[config.mk]
export PLATFORM = sky130hd
export DESIGN_NAME = klp32_fetch_unit
export DESIGN_NICKNAME = d
export VERILOG_FILES = /design/src/rtl/klp32_pkg.sv /design/src/rtl/klp32_sync_fifo.sv /design/src/rtl/klp32_fetch_unit.sv
export SDC_FILE = /design/constraint.sdc
export NUM_CORES = 1
export LEC_CHECK = 0
export ABC_CLOCK_PERIOD_IN_PS = 5800
export BUFFER_PORTS_ARGS = -buffer_cell sky130_fd_sc_hd__buf_4
export CAP_MARGIN = 20
export CORE_ASPECT_RATIO = 0.9
export CORE_UTILIZATION = 40
export CTS_BUF_LIST = sky130_fd_sc_hd__clkbuf_8
export DETAILED_ROUTE_END_ITERATION = 10
export GPL_TIMING_DRIVEN = 0
export HOLD_SLACK_MARGIN = 0.06
export MAX_ROUTING_LAYER = met4
export PLACE_DENSITY = 0.71
export SLEW_MARGIN = 20
export SYNTH_ARGS = -nofsm -noshare
export SYNTH_HDL_FRONTEND = slang
export SYNTH_SLANG_ARGS = --single-unit
export TNS_END_PERCENT = 10
[constraint.sdc]
create_clock -name clk -period 5.8 [get_ports clk]
set_clock_uncertainty 0.2 [all_clocks]
set_input_delay 1.16 -clock clk [delete_from_list [all_inputs] [get_ports clk]]
set_output_delay 1.16 -clock clk [all_outputs]
set_load 0.02 [all_outputs]
[src/rtl/klp32_pkg.sv]
// Shared types and constants for the KLP32 front end.
package klp32_pkg;

    localparam int XLEN = 32;
    localparam logic [XLEN-1:0] NOP_INST = 32'h0000_0013;

    typedef enum logic [1:0] {
        IDLE,
        WAIT,
        DROP
    } fetch_state_e;

    typedef struct packed {
        logic [XLEN-1:0] pc;
        logic [XLEN-1:0] inst;
    } fetch_entry_t;

endpackage

[src/rtl/klp32_sync_fifo.sv]
// Synchronous FIFO with flush; storage is not reset, only pointers and count.
module klp32_sync_fifo #(
    parameter int WIDTH = 64,
    parameter int DEPTH = 2
) (
    input  logic                     clk,
    input  logic                     reset,
    input  logic                     i_push,
    input  logic                     i_pop,
    input  logic                     i_flush,
    input  logic [WIDTH-1:0]         i_data,
    output logic [WIDTH-1:0]         o_data,
    output logic [$clog2(DEPTH):0]   o_count
);

    localparam int AW = $clog2(DEPTH);

    logic [WIDTH-1:0] r_mem [DEPTH];
    logic [AW-1:0]    r_wptr;
    logic [AW-1:0]    r_rptr;
    logic [AW:0]      r_count;

    always_ff @(posedge clk or negedge reset) begin
        if (!reset) begin
            r_wptr  <= '0;
            r_rptr  <= '0;
            r_count <= '0;
        end else if (i_flush) begin
            r_wptr  <= '0;
            r_rptr  <= '0;
            r_count <= '0;
        end else begin
            if (i_push) r_wptr <= r_wptr + 1'b1;
            if (i_pop)  r_rptr <= r_rptr + 1'b1;
            r_count <= r_count + (AW+1)'(i_push) - (AW+1)'(i_pop);
        end
    end

    always_ff @(posedge clk) begin
        if (i_push && !i_flush) r_mem[r_wptr] <= i_data;
    end

    assign o_data  = r_mem[r_rptr];
    assign o_count = r_count;

endmodule

[src/rtl/klp32_fetch_unit.sv]
// KLP32 fetch stage: owns the fetch PC, keeps at most one imem read in flight,
// and buffers returned {pc, inst} pairs for decode.
module klp32_fetch_unit
    import klp32_pkg::*;
#(
    parameter logic [31:0] RESET_PC   = 32'h0000_0000,
    parameter int          FIFO_DEPTH = 2
) (
    input  logic        clk,
    input  logic        reset,
    output logic        o_imem_req,
    output logic [31:0] o_imem_addr,
    input  logic        i_imem_gnt,
    input  logic        i_imem_rvalid,
    input  logic [31:0] i_imem_rdata,
    input  logic        i_redirect,
    input  logic [31:0] i_redirect_pc,
    output logic        o_inst_valid,
    output logic [31:0] o_inst,
    output logic [31:0] o_inst_pc,
    input  logic        i_inst_ready
);

    localparam int CW = $clog2(FIFO_DEPTH) + 1;

    fetch_state_e r_state;
    fetch_state_e w_state_nxt;
    logic [31:0]  r_fetch_pc;
    logic [31:0]  r_req_pc;
    logic [31:0]  w_redirect_pc;
    logic [CW-1:0] w_fifo_count;
    logic         w_pop;
    logic         w_push;
    logic         w_room;
    logic         w_can_issue;
    logic         w_gnt;
    fetch_entry_t w_push_entry;
    fetch_entry_t w_head;

    assign w_redirect_pc = i_redirect_pc & ~32'h3;
    assign o_inst_valid  = (w_fifo_count != '0);
    assign w_pop         = o_inst_valid & i_inst_ready;
    // An outstanding request already owns a slot, so a new one needs occ - pop < depth.
    assign w_room = (32'(w_fifo_count) + 32'(r_state != IDLE)) < (32'(FIFO_DEPTH) + 32'(w_pop));
    assign w_can_issue = reset & ~i_redirect & ((r_state == IDLE) | i_imem_rvalid) & w_room;
    assign w_gnt = w_can_issue & i_imem_gnt;

    always_ff @(posedge clk or negedge reset) begin
        if (!reset) r_state <= IDLE;
        else        r_state <= w_state_nxt;
    end

    // A response landing in the redirect cycle completes the request, so nothing is left to drop.
    always_comb begin
        w_state_nxt = r_state;
        if (i_redirect)
            w_state_nxt = (r_state != IDLE && !i_imem_rvalid) ? DROP : IDLE;
        else if (w_gnt)
            w_state_nxt = WAIT;
        else if (r_state != IDLE && i_imem_rvalid)
            w_state_nxt = IDLE;
    end

    always_comb begin
        o_imem_req        = w_can_issue;
        o_imem_addr       = r_fetch_pc;
        w_push            = (r_state == WAIT) & i_imem_rvalid & ~i_redirect;
        w_push_entry.pc   = r_req_pc;
        w_push_entry.inst = i_imem_rdata;
        o_inst            = o_inst_valid ? w_head.inst : NOP_INST;
        o_inst_pc         = o_inst_valid ? w_head.pc   : RESET_PC;
    end

    always_ff @(posedge clk or negedge reset) begin
        if (!reset)          r_fetch_pc <= RESET_PC;
        else if (i_redirect) r_fetch_pc <= w_redirect_pc;
        else if (w_gnt)      r_fetch_pc <= r_fetch_pc + 32'd4;
    end

    always_ff @(posedge clk) begin
        if (w_gnt) r_req_pc <= r_fetch_pc;
    end

    klp32_sync_fifo #(
        .WIDTH (2 * XLEN),
        .DEPTH (FIFO_DEPTH)
    ) u_fifo (
        .clk     (clk),
        .reset   (reset),
        .i_push  (w_push),
        .i_pop   (w_pop),
        .i_flush (i_redirect),
        .i_data  (w_push_entry),
        .o_data  (w_head),
        .o_count (w_fifo_count)
    );

endmodule

# --- After elaboration in Yosys (flattened, before gate mapping) ---
# Memory sizes are Yosys's and may differ from the RTL's.
# Cells that the tools add are included.
op_classes:
  n_addsub: 7
  magnitude_cmp: 1
  n_eq_ne: 1
  muxes: 15
  n_bitwise: 9
  n_reduce_logical: 12
ops:
  columns: ["cell", "count"]
  rows:
  - ["2-to-1 mux 32 bit", 4]
  - ["adder 32 x 3 -> 32 bit, second input constant", 1]
  - ["2-to-1 mux 2 bit", 5]
  - ["nonzero test 2 bit", 5]
  - ["bitwise AND 1 bit", 7]
  - ["2-to-1 mux 1 bit", 6]
  - ["adder 2 x 1 -> 3 bit", 1]
  - ["adder 2 x 1 -> 3 bit, first input constant", 1]
  - ["logical AND 1 bit", 3]
  - ["less-than comparator 3 bit", 1]
  - ["nonzero test 3 bit", 1]
  - ["adder 1 bit, second input constant", 2]
  - ["adder 2 x 1 -> 2 bit", 1]
  - ["equality test 2 x 1 -> 1 bit, second input constant", 1]
  - ["logical NOT 1 bit", 2]
  - ["logical NOT 2 bit", 1]
  - ["subtractor 2 x 1 -> 2 bit", 1]
  - ["inverter 1 bit", 1]
  - ["OR 1 bit", 1]
totals:
  ff_bits: 70
  mem_bits_rw: 128
  in_bits: 70
  memories: 1
mem_list:
  columns: ["name", "depth", "width", "rd", "rd_ports_with_merged_regs", "wr", "line", "text"]
  rows:
  - ["u_fifo.r_mem", 2, 64, 1, 0, 1, "klp32_sync_fifo.sv:18", "logic [WIDTH-1:0] r_mem [DEPTH];"]

# --- Logic depth before layout (Yosys ltp) ---
# Gate-level depths: netlist of run 1.
depth:
  depth_word: 8
  mapped_depth: 10
  depth_no_buf: 9

# --- Cells and area by module ---
# Synthesis of run 1 repeated with hierarchy kept, for this count alone.
hier_totals:
  hier_cells: 546
  area_unflattened_um2: 8391.8
by_module_without_submodules:
  columns: ["module", "n_inst", "cells_each", "area_each_um2", "seq_area_each_um2"]
  rows:
  - ["klp32_sync_fifo", 1, 216, 5031.1, 3943.8]
  - ["klp32_fetch_unit", 1, 330, 3360.7, 1701.6]

# --- Worst setup path before layout of run 1 ---
# OpenSTA, ideal clock, no wires.
synth_path:
  path_kind: "input to register"
  from: "in i_redirect"
  to: "mem u_fifo.r_mem[0][0] (enable)"
  setup_ns: 0.482
  arrival_time_ns: 4.153
  t_required_ns: 5.118
  slack_ns: 0.965
  cell_stages: 4
  path_cell_list: "buf_2 > clkinv_1 > nand3_1 > nor2_1"
synth_between:
  elab_chain_len: 5
  elab_cells_between_ends: 6
  cone_classes: "mux (2); bitwise (2); reduce/logical (2)"
synth_lines:
  columns: ["element", "line", "text"]
  rows:
  - ["from (decl)", "klp32_fetch_unit.sv:16", "input logic i_redirect,"]
  - ["inverter 1 bit", "klp32_fetch_unit.sv:67", "w_push = (r_state == WAIT) & i_imem_rvalid & ~i_redirect;"]
  - ["bitwise AND 1 bit", "klp32_fetch_unit.sv:67", null]
  - ["logical AND 1 bit *", "klp32_sync_fifo.sv:40", "if (i_push && !i_flush) r_mem[r_wptr] <= i_data;"]
  - ["2-to-1 mux 1 bit *", "klp32_sync_fifo.sv:40", null]
  - ["2-to-1 mux 1 bit (implied by the code) *", "klp32_sync_fifo.sv:40", null]
  - ["to (decl)", "klp32_sync_fifo.sv:18", null]
# Mark *: on every way between the ends. The rest lies on a longest branch, timed or not.

# --- Worst setup path after layout of run 1 ---
layout_path:
  from: "reg u_fifo.r_rptr"
  to: "out o_inst_pc[3]"
layout_between:
  elab_chain_len: 2
layout_lines:
  columns: ["element", "line", "text"]
  rows:
  - ["from (decl)", "klp32_sync_fifo.sv:20", "logic [AW-1:0] r_rptr;"]
  - ["from (signal assigned)", "klp32_sync_fifo.sv:34", "if (i_pop) r_rptr <= r_rptr + 1'b1;"]
  - ["memory read (2 x 64 bit)", null, null]
  - ["2-to-1 mux 32 bit", "klp32_fetch_unit.sv:71", "o_inst_pc = o_inst_valid ? w_head.pc : RESET_PC;"]
  - ["to (decl)", "klp32_fetch_unit.sv:20", "output logic [31:0] o_inst_pc,"]
# Every way passes these cells.

==> impl_metrics.ini, run 1 <==
[status]
status = complete, no violations

[logic_synthesis]
synth_edf_count = 154
ys.warnings.count = 0
synth_ff_type = edfxtp_1
synth_seq_cells = 190
syn_inst = 540
avgSynthCellArea_sq_um = 14.39
syn_area_sq_mm = 0.007771
synthArstFlopShare = 0.1895
synth_cell_type_count = 47
ys_seq_area_frac = 0.7110

[power_and_ir_drop]
power.density_mw_per_mm2 = 375.0
finalPower_mw = 3.675
swShare = 0.3516
max-vdd-ir-drop_mv = 0.1579
clkPwrFrac = 0.240
p_switching_mw = 1.292
combPwrFrac = 0.321
seqPwrFrac = 0.439
leakage_nw = 3.675
p_int_mw = 2.383

[floorplan]
die_width_microns = 148.9
start_util = 0.4156
io_pins = 168
die_h_microns = 134.2
die-area_sq_mm = 0.01999
rows = 47
core_area_sq_mm = 0.01870

[final_layout]
insertedDiodeCount = 0
multi_input_area_sq_mm = 0.002102
layout.nets = 801
nFillCells = 1626
syn_to_final_growth_pct = 26.08
final_common_cell = buf_4
final_cell_mix = buf_4 (164), edfxtp_1 (154), nor2_1 (72), mux2i_1 (67), dfrtp_1 (36)
seq_area_sq_mm = 0.005525
drive_gt1_frac = 0.2923

[sta]
setup_slack_ps = 1990
whs_ps = 256.6
tightestPinTransition_ps = 979.3
setup_viol = 0
period_minus_slack_ps = 3810
fmax_ghz = 0.2625
slew_headroom = 0.3471
rsz0062_at_grt = false
hold_viol = 0
slew_violations = 0
min_period_over_period = 0.6569

[global_route]
grt_usage = 0.1895
gr-total-overflow = 0
use_met3 = 0.04524
grt.met1_usage = 0.2419
grt_pass1_wl_microns = 27480
met2_usage = 0.3026
top_usage_layer = met2
grt_max_degree = 40
grt_antenna_before_repair = 0
grt_pass1_vias = 5129

[placed_design]
gp_congestion = 0.8763
portBuffers = 160
dp_slack_ps = 2011
dp_hpwl_microns = 12770

[cts]
clock_latency_ps = 470
cts_setup_buffers = 0
clk_transition_reported_paths_ps = 100
htree_levels = 4
cts_tree = yes
cts_resized = 0
cts.sinks = 190
clockBufferDepth = 2
cts-root-buf = clkbuf_8
numCtsBuffers = 17
holdBufCountCts = 0

[drt]
drcViolationCount = 0
ant_nets = 0
drt_iter0_drc = 411
routed_wl_microns = 17990
drt_pass1_iterations = 5
vias = 5092
wl_per_cell_microns = 18.28
via_per_inst = 5.175

[job]
drv_cap = 0

[critical_path]
critical_path_required_ps = 4440
end_kind = output port
worstSetupPathType = register to output port
startpoint_type = register
crit_fanout = 10
worstPathArrival_ps = 2450

[hold_path]
hold_class = register to register
state kept, by name, indices dropped and copies added, names as in the netlist:
name / count
r_req_pc: 30
r_state: 2
o_imem_addr: 30
u_fifo.r_rptr: 1
u_fifo.r_mem: 124
u_fifo.o_count: 2
u_fifo.r_wptr: 1
cell type report:
class / count / area share
tap: 245 / 0.03129
sequential: 190 / 0.5639
clock buffer: 17 / 0.02388
buffer: 28 / 0.01315
timing repair buffer: 164 / 0.1323
multi-input combinational: 314 / 0.2145
inverter: 11 / 0.004214
clock inverter: 15 / 0.01673
power by group through the flow:
| stage | clock network [mW] | registers (mW) | logic [mW] |
|---|---|---|---|
| 6_report | 0.882 | 1.61 | 1.18 |
| 5_1_grt | 0.953 | 1.62 | 1.27 |
| 4_1_cts | 0.898 | 1.61 | 1.20 |
| 3_5_place_dp | 0 | 1.64 | 1.20 |
| 3_3_place_gp | 0 | 1.64 | 1.17 |
| 2_1_floorplan | 0 | 1.65 | 0.670 |
synthesized netlist by cell type, drive strengths merged, types with 3 or more instances:
library cell,number,area (sq um)
a221o,12,120.1
nor4,3,33.78
dfrtp,36,900.9
ha,5,62.56
nor2,75,284.0
nor3,11,55.05
nor2b,3,18.77
o21ai,10,50.05
a21o,9,67.56
buf,11,65.06
mux2i,67,670.6
a22oi,4,30.03
nand3,23,127.6
nand2,32,120.1
edfxtp,154,4624
o311ai,3,26.28
o211ai,10,75.07
nand4,8,71.32
and3,5,31.28
inv,9,33.78
a21oi,4,20.02
clkbuf,17,63.81
or4,5,37.54
layer usage:
layer  part of all wire  vias up
met2               0.49      173
met5                  0        -
met1               0.44     2499
met4             0.0098        0
li1                   -     2408
met3              0.059       12
final timing paths:
check                                 endpoint  slack [ps]  cells past startpoint           from
setup / recovery                  o_inst_pc[3]        1990                      5  u_fifo.r_rptr
hold / removal             u_fifo.r_mem[0][41]         260                      0    r_req_pc[9]
setup reg to reg                o_imem_addr[3]        2440                     10     r_state[0]
hold reg to reg            u_fifo.r_mem[0][41]         260                      0    r_req_pc[9]
max in group asynchronous        u_fifo.r_wptr        4580                      1          reset
min in group asynchronous      o_imem_addr[25]         450                      1          reset
stage by stage:
step | cells | utilization | TNS (ps) | area (sq um)
6_report | 984 | 0.5240 | 0 | 9798
5_1_grt | 984 | 0.5240 | 0 | 9798
3_5_place_dp | 952 | 0.5027 | 0 | 9400
4_1_cts | 984 | 0.5240 | 0 | 9798
2_1_floorplan | 543 | - | 0 | 7782
3_3_place_gp | 948 | 0.4968 | -73550 | 9290
worst max-delay path, stage by stage, from the launching register on:
cell and delay (ps):
dfrtp_1 330, clkbuf_1 460, clkbuf_1 680, mux2i_1 270, nor2_1 60, buf_4 180
logic make-up (layout without fill, tap and decap cells):
family                     count (synthesis)  in the layout  share of synthesized area
and+or+nand+nor                          172            172                     0.1072
muxes                                     67             67                    0.08630
other                                      1              4                  0.0004826
DFF                                      190            190                     0.7110
xor gates and xnor gates                   4              4                   0.004509
adders and majority gates                  5              5                   0.008050
buffers and inverters                     39            235                    0.02190
AOI/OAI and AO/OA                         62             62                    0.06054
Note: power is estimated with default switching activity, not from simulation.
==> run 2, diff against run 1 <==
Settings changed: ABC_AREA from default to 1, ABC_CLOCK_PERIOD_IN_PS 5800 to 3100, PLACE_DENSITY 0.71 to 0.73.
Clock period 5.8 ns to 3.1 ns, I/O delays scaled along.
==> run 2 against run 1 <==
Cell area grew 7.2%. Global-route usage grew 0.98 points. Power grew 88%. Sequential share of layout area shrank 3.8 points. Hold slack lost 120 ps. First-iteration DRC count grew 14%. Sequential power grew 91%. Routed wire length grew 13%. Die area grew 6.7%. Largest power group unchanged. Highest routed layer unchanged.
==> impl_metrics.ini, run 2 <==
[status]
status = complete, no violations

[logic_synthesis]
synth_edf_count = 154
synth_seq_cells = 190
synthArstFlopShare = 0.1895
syn_inst = 790
synth_cell_type_count = 35
synth.most_common_cell = nand2_1
syn_area_sq_mm = 0.008302
synth_ff_type = edfxtp_1
yosys-top-cells-count = nand2_1 (303), edfxtp_1 (154), a21oi_1 (61)
ys.warnings.count = 0
ys_seq_area_frac = 0.6656
avgSynthCellArea_sq_um = 10.51
yosysTopAreaCell = edfxtp_1
synth_top_area_share = 0.5570
ys_top_cells_by_area = edfxtp_1 (56%), nand2_1 (14%), dfrtp_1 (11%)

[floorplan]
die_h_microns = 138.7
rows = 49
core_area_sq_mm = 0.02017
start_util = 0.4116
io_pins = 168
die_width_microns = 153.9
die-area_sq_mm = 0.02134

[power_and_ir_drop]
combPwrFrac = 0.294
power.density_mw_per_mm2 = 659.4
clkPwrFrac = 0.262
p_switching_mw = 2.380
max-vdd-ir-drop_mv = 0.3431
swShare = 0.3438
seqPwrFrac = 0.444
p_int_mw = 4.543
leakage_nw = 4.352

[critical_path]
crit_fanout = 37
worstSetupPathType = input pin to output port
worstPathArrival_ps = 2140
critical_path_required_ps = 2280
startpoint_type = input pin
end_kind = output port

[sta]
finalSetupTns_ps = 0
fmax_ghz = 0.3379
hold_viol = 0
slew_violations = 0
setup_viol = 0
period_minus_slack_ps = 2960
rsz0062_at_grt = true
min_period_over_period = 0.9547
slew_headroom = 0.5369
tightestPinTransition_ps = 693.0

[drt]
ant_nets = 0
drt_iter0_drc = 469
routed_wl_microns = 20310
drt_pass1_iterations = 5
wl_per_cell_microns = 16.25
vias = 6229
via_per_inst = 4.983
drcViolationCount = 0

[placed_design]
portBuffers = 160
dp_hpwl_microns = 14430
gp_congestion = 0.9075
placed_area_sq_mm = 0.01003

[final_layout]
top_register = u_fifo.r_mem
largest_reg_flops = 124
design_area_sq_mm = 0.01050
drive_gt1_frac = 0.2606
final_cell_mix = nand2_1 (302), buf_4 (164), edfxtp_1 (154), a21oi_1 (61), nand3_1 (49)
utilization = 0.5205
final_common_cell = nand2_1
nFillCells = 1765
layout.nets = 1056
syn_to_final_growth_pct = 26.47

[job]
drv_cap = 0

[global_route]
grt_max_degree = 40
grt_antenna_before_repair = 1
grt_usage = 0.1993
grt_pass1_vias = 5830
grt_pass1_wl_microns = 31370
gr-total-overflow = 0

[cts]
clockBufferDepth = 2
cts_tree = yes
cts-root-buf = clkbuf_8
htree_levels = 4
clock_latency_ps = 450
cts_setup_buffers = 0
cts.sinks = 190
numCtsBuffers = 17
clk_transition_reported_paths_ps = 100

[hold_path]
hold_class = input pin to register
[run 2: changes by cell type after synthesis, sizes merged, moves of 8 or more]
| cell | delta |
|---|---|
| a21o | -9 |
| a21oi | +57 |
| a221o | -12 |
| inv | +32 |
| mux2i | -67 |
| nand2 | +273 |
| nand3 | +42 |
| nand3b | +8 |
| nor2 | -21 |
| nor3 | -10 |
| o211ai | -10 |
[run 2: worst paths after layout]
| kind | depth (start not counted) | startpoint | slack, ps | end |
|---|---|---|---|---|
| setup / recovery | 7 | reset | 140 | o_imem_req |
| min in group asynchronous | 2 | reset | 470 | o_imem_addr[23] |
| hold / removal | 1 | i_imem_rdata[13] | 140 | u_fifo.r_mem[0][13] |
| max in group asynchronous | 2 | reset | 1850 | u_fifo.r_wptr |
| setup reg to reg | 10 | r_state[1] | 540 | r_req_pc[19] |
| hold reg to reg | 0 | r_req_pc[22] | 240 | u_fifo.r_mem[1][54] |
[run 2: stage by stage]
stage / power, mW / hold slack (ps) / cells / setup WS (ps)
after global placement: 5.131 / 221.4 / 1208 / -1805
after detailed placement: 5.176 / 229.0 / 1216 / 330.7
final: 6.923 / 141.1 / 1250 / 140.4
after floorplan: 4.230 / 124.4 / 793 / -537.5
after global routing: 7.235 / 99.86 / 1250 / -40.67
after CTS: 6.977 / 112.5 / 1249 / 16.27
[run 2: final cells by class]
type	instances	area (sq um)	area share
Tap cell	255	319.1	0.03039
Multi-Input combinational cell	525	2440	0.2324
Antenna cell	1	2.502	0.0002384
Timing Repair Buffer	169	1338	0.1274
Sequential cell	190	5525	0.5263
Clock buffer	17	234.0	0.02229
Inverter	43	178.9	0.01704
Clock inverter	15	210.2	0.02002
Buffer	35	251.5	0.02395
[run 2: layer usage]
| metal | routed length, microns | up-vias | track usage |
|---|---|---|---|
| li1 | - | 3015 | - |
| met1 | 9066 | 2945 | 0.2607 |
| met2 | 9500 | 242 | 0.3036 |
| met3 | 1300 | 27 | 0.04781 |
| met4 | 443 | 0 | 0.06895 |
| met5 | 0 | - | - |
[run 2: logic make-up (layout without fill, tap and decap cells)]
group,count (synthesis),count (layout),share of synthesized area
and+or+nand+nor,437,437,0.2277
other,1,5,0.0004517
xor gates and xnor gates,9,9,0.009496
buffers and inverters,78,279,0.04582
DFF,190,190,0.6656
AOI/OAI and AO/OA,70,70,0.04341
adders and majority gates,5,5,0.007536
[run 2: critical path, stage by stage]
cell	delay, ps
dlygate4sd3_1	520
buf_4	440
nand3b_4	120
nor2_4	130
nand2_1	50
inv_1	80
buf_4	140
[run 2: repair_timing]
| item | 4_1_cts | 5_1_grt |
|---|---|---|
| endpoints found under the setup margin | 28 | 30 |
| hold buffers | 1 | 0 |
| gates resized for setup | 7 | 7 |
| cloned | 0 | 0 |
| endpoints found under the hold margin | 36 | 0 |
[run 2: power by group through the flow]
stage	Combinational, mW	Sequential [mW]	Clock, mW
2_1_floorplan	1.09	3.14	0
3_3_place_gp	2.00	3.13	0
3_5_place_dp	2.05	3.13	0
4_1_cts	2.06	3.07	1.85
5_1_grt	2.20	3.09	1.94
6_report	2.03	3.07	1.81
==> run 3, diff against run 2 <==
Settings changed: ABC_CLOCK_PERIOD_IN_PS 3100 to 3000, PLACE_DENSITY 0.73 to 0.7.
Clock period 3.1 ns to 3 ns, I/O delays scaled along.
==> run 3 against run 2 <==
Routed wire length shrank 0.47%. Core utilization is 0.47 points lower. Via count is 2.0% lower. Cell count barely moved. Sequential cell count did not move. Power down 1.6%. Clock power fell by 14%. Sequential share of layout area is 0.48 points higher. Non-clock buffer count unchanged. Critical path depth increased by 2. Die area unchanged. Critical path type is now register to output port. Critical endpoint unchanged. Largest power group unchanged.
==> impl_metrics.ini, run 3 (synthesis gave the netlist of run 2 again) <==
[final_layout]
insertedDiodeCount = 0
final_common_cell = nand2_1
utilization = 0.5158
final_cell_mix = nand2_1 (302), buf_4 (166), edfxtp_1 (154), a21oi_1 (61), nand3_1 (49)
layout.nets = 1056
nFillCells = 1865
drive_gt1_frac = 0.2636
syn_to_final_growth_pct = 25.32
top_register = u_fifo.r_mem
largest_reg_flops = 124
seq_area_sq_mm = 0.005525
multi_input_area_sq_mm = 0.002440

[cts]
htree_levels = 4
cts_tree = yes
clk_transition_reported_paths_ps = 100
cts-root-buf = clkbuf_8
clock_latency_ps = 460
cts.sinks = 190
numCtsBuffers = 17
clockBufferDepth = 2

[drt]
drt_pass1_iterations = 5
ant_nets = 0
routed_wl_microns = 20220
drt_iter0_drc = 557
via_per_inst = 4.887
drcViolationCount = 0
vias = 6104
wl_per_cell_microns = 16.18

[floorplan]
io_pins = 168
rows = 49
core_area_sq_mm = 0.02017
die_h_microns = 138.7
die_width_microns = 153.9
die-area_sq_mm = 0.02134
start_util = 0.4116

[power_and_ir_drop]
max-vdd-ir-drop_mv = 0.3065
power.density_mw_per_mm2 = 654.7
leakage_nw = 4.310

[critical_path]
critical-path-slowest-cell = dfrtp_1
worstPathArrival_ps = 2050
crit_fanout = 4
critical_path_required_ps = 2200
critPathTopFamily = simple AND/OR/NAND/NOR gates
r2r_end = r_req_pc[13]
r2r_setup_slack_ps = 470
r2r_start = r_state[1]
end_kind = output port
startpoint_type = register
worstSetupPathType = register to output port
reg2reg_depth = 10
crit_chain = nor2_2 -> inv_1 -> ha_1 -> ha_1 -> nand3b_4 -> nor2_4 -> nand2_1 -> inv_1 -> buf_4
path_buf_inv = 3
cpPeakStageDelay_ps = 450

[global_route]
grt_usage = 0.2007
gr-total-overflow = 0
grt_pass1_vias = 5734
grt_pass1_wl_microns = 31610
grt_antenna_before_repair = 0
grt_max_degree = 40

[sta]
hold_viol = 0
whs_ps = 121.9
finalSetupTns_ps = 0
fmax_ghz = 0.3509
min_period_over_period = 0.9500
slew_violations = 0
period_minus_slack_ps = 2850
setup_viol = 0
tightestPinTransition_ps = 723.3
slew_headroom = 0.5167

[placed_design]
portBuffers = 160
gp_congestion = 0.9070
dp_hpwl_microns = 14350

[hold_path]
hold_end = u_fifo.r_mem[0][7]
hold_class = input pin to register
min-delay-start = i_imem_rdata[7]
whs_path_depth = 1

[job]
drv_cap = 0

[status]
status = complete, no violations
[run 3: cell types whose count changed in the layout (fill, tap and decap cells not counted), moves of 2 or more]
cell       previous run  this run
clkinv_2              0         5
bufinv_16             4         0
buf_8                 3         0
buf_4               164       166
clkbuf_1             10         8
clkinv_4              4         2
inv_1                40        38
[run 3: layout make-up]
class | count | share of cell area
plain buffers | 34 | 0.02381
clock buffers | 18 | 0.02381
clock inverters | 14 | 0.01022
inverters | 43 | 0.01720
multi-input cells | 525 | 0.2345
flip-flops and latches | 190 | 0.5311
well taps | 255 | 0.03067
repair buffers | 170 | 0.1287
[run 3: timing repair]
action	4_1_cts	5_1_grt
hold endpoints to repair	36	0
setup buffers	0	0
endpoints found under the setup margin	59	8
gates resized for setup	9	3
hold buffers	2	0
[run 3: routing by layer]
metal / part of all wire / global-route usage
met5: 0 / -
met4: 0.012 / 0.05368
met3: 0.060 / 0.03875
met2: 0.48 / 0.3136
met1: 0.44 / 0.2681
[run 3: worst max path at each step]
stage                      startpoint             endpoint  slack (ps)  cells past startpoint
finish                     r_state[1]           o_imem_req         150                      9
global route               r_state[1]           o_imem_req         -10                      9
CTS                 u_fifo.o_count[1]        o_inst_pc[13]          10                      6
detailed placement      u_fifo.r_rptr        o_inst_pc[30]         350                      6
global placement           i_redirect  u_fifo.r_mem[1][48]       -1820                      5
floorplan                  i_redirect   u_fifo.r_mem[1][0]        -620                      5
[run 3: metrics by stage]
| stage | instances | total power, mW | setup WS [ps] | instance area (sq um) |
|---|---|---|---|---|
| 2_1_floorplan | 793 | 4.371 | -617.5 | 8376 |
| 3_3_place_gp | 1208 | 5.301 | -1818 | 9896 |
| 3_5_place_dp | 1216 | 5.334 | 351.0 | 10010 |
| 4_1_cts | 1249 | 6.887 | 10.59 | 10400 |
| 5_1_grt | 1249 | 7.170 | -12.91 | 10400 |
| 6_report | 1249 | 6.811 | 150.0 | 10400 |
[run 3: worst register-to-register path, cell delays in order, from the launching register on]
cell and delay [ps]:
dfrtp_1 450, nor2_2 160, inv_1 60, ha_1 170, ha_1 170, nand3b_4 160
nor2_4 120, nand3_2 110, buf_6 170, clkinv_4 70, buf_6 350
[run 3: power breakdown]
part	leakage (nW)	switching [mW]	internal, mW	total, mW
sequential	1.84	0.177	3.01	3.18
combinational	2.29	1.31	0.764	2.08
clock	0.184	0.940	0.611	1.55
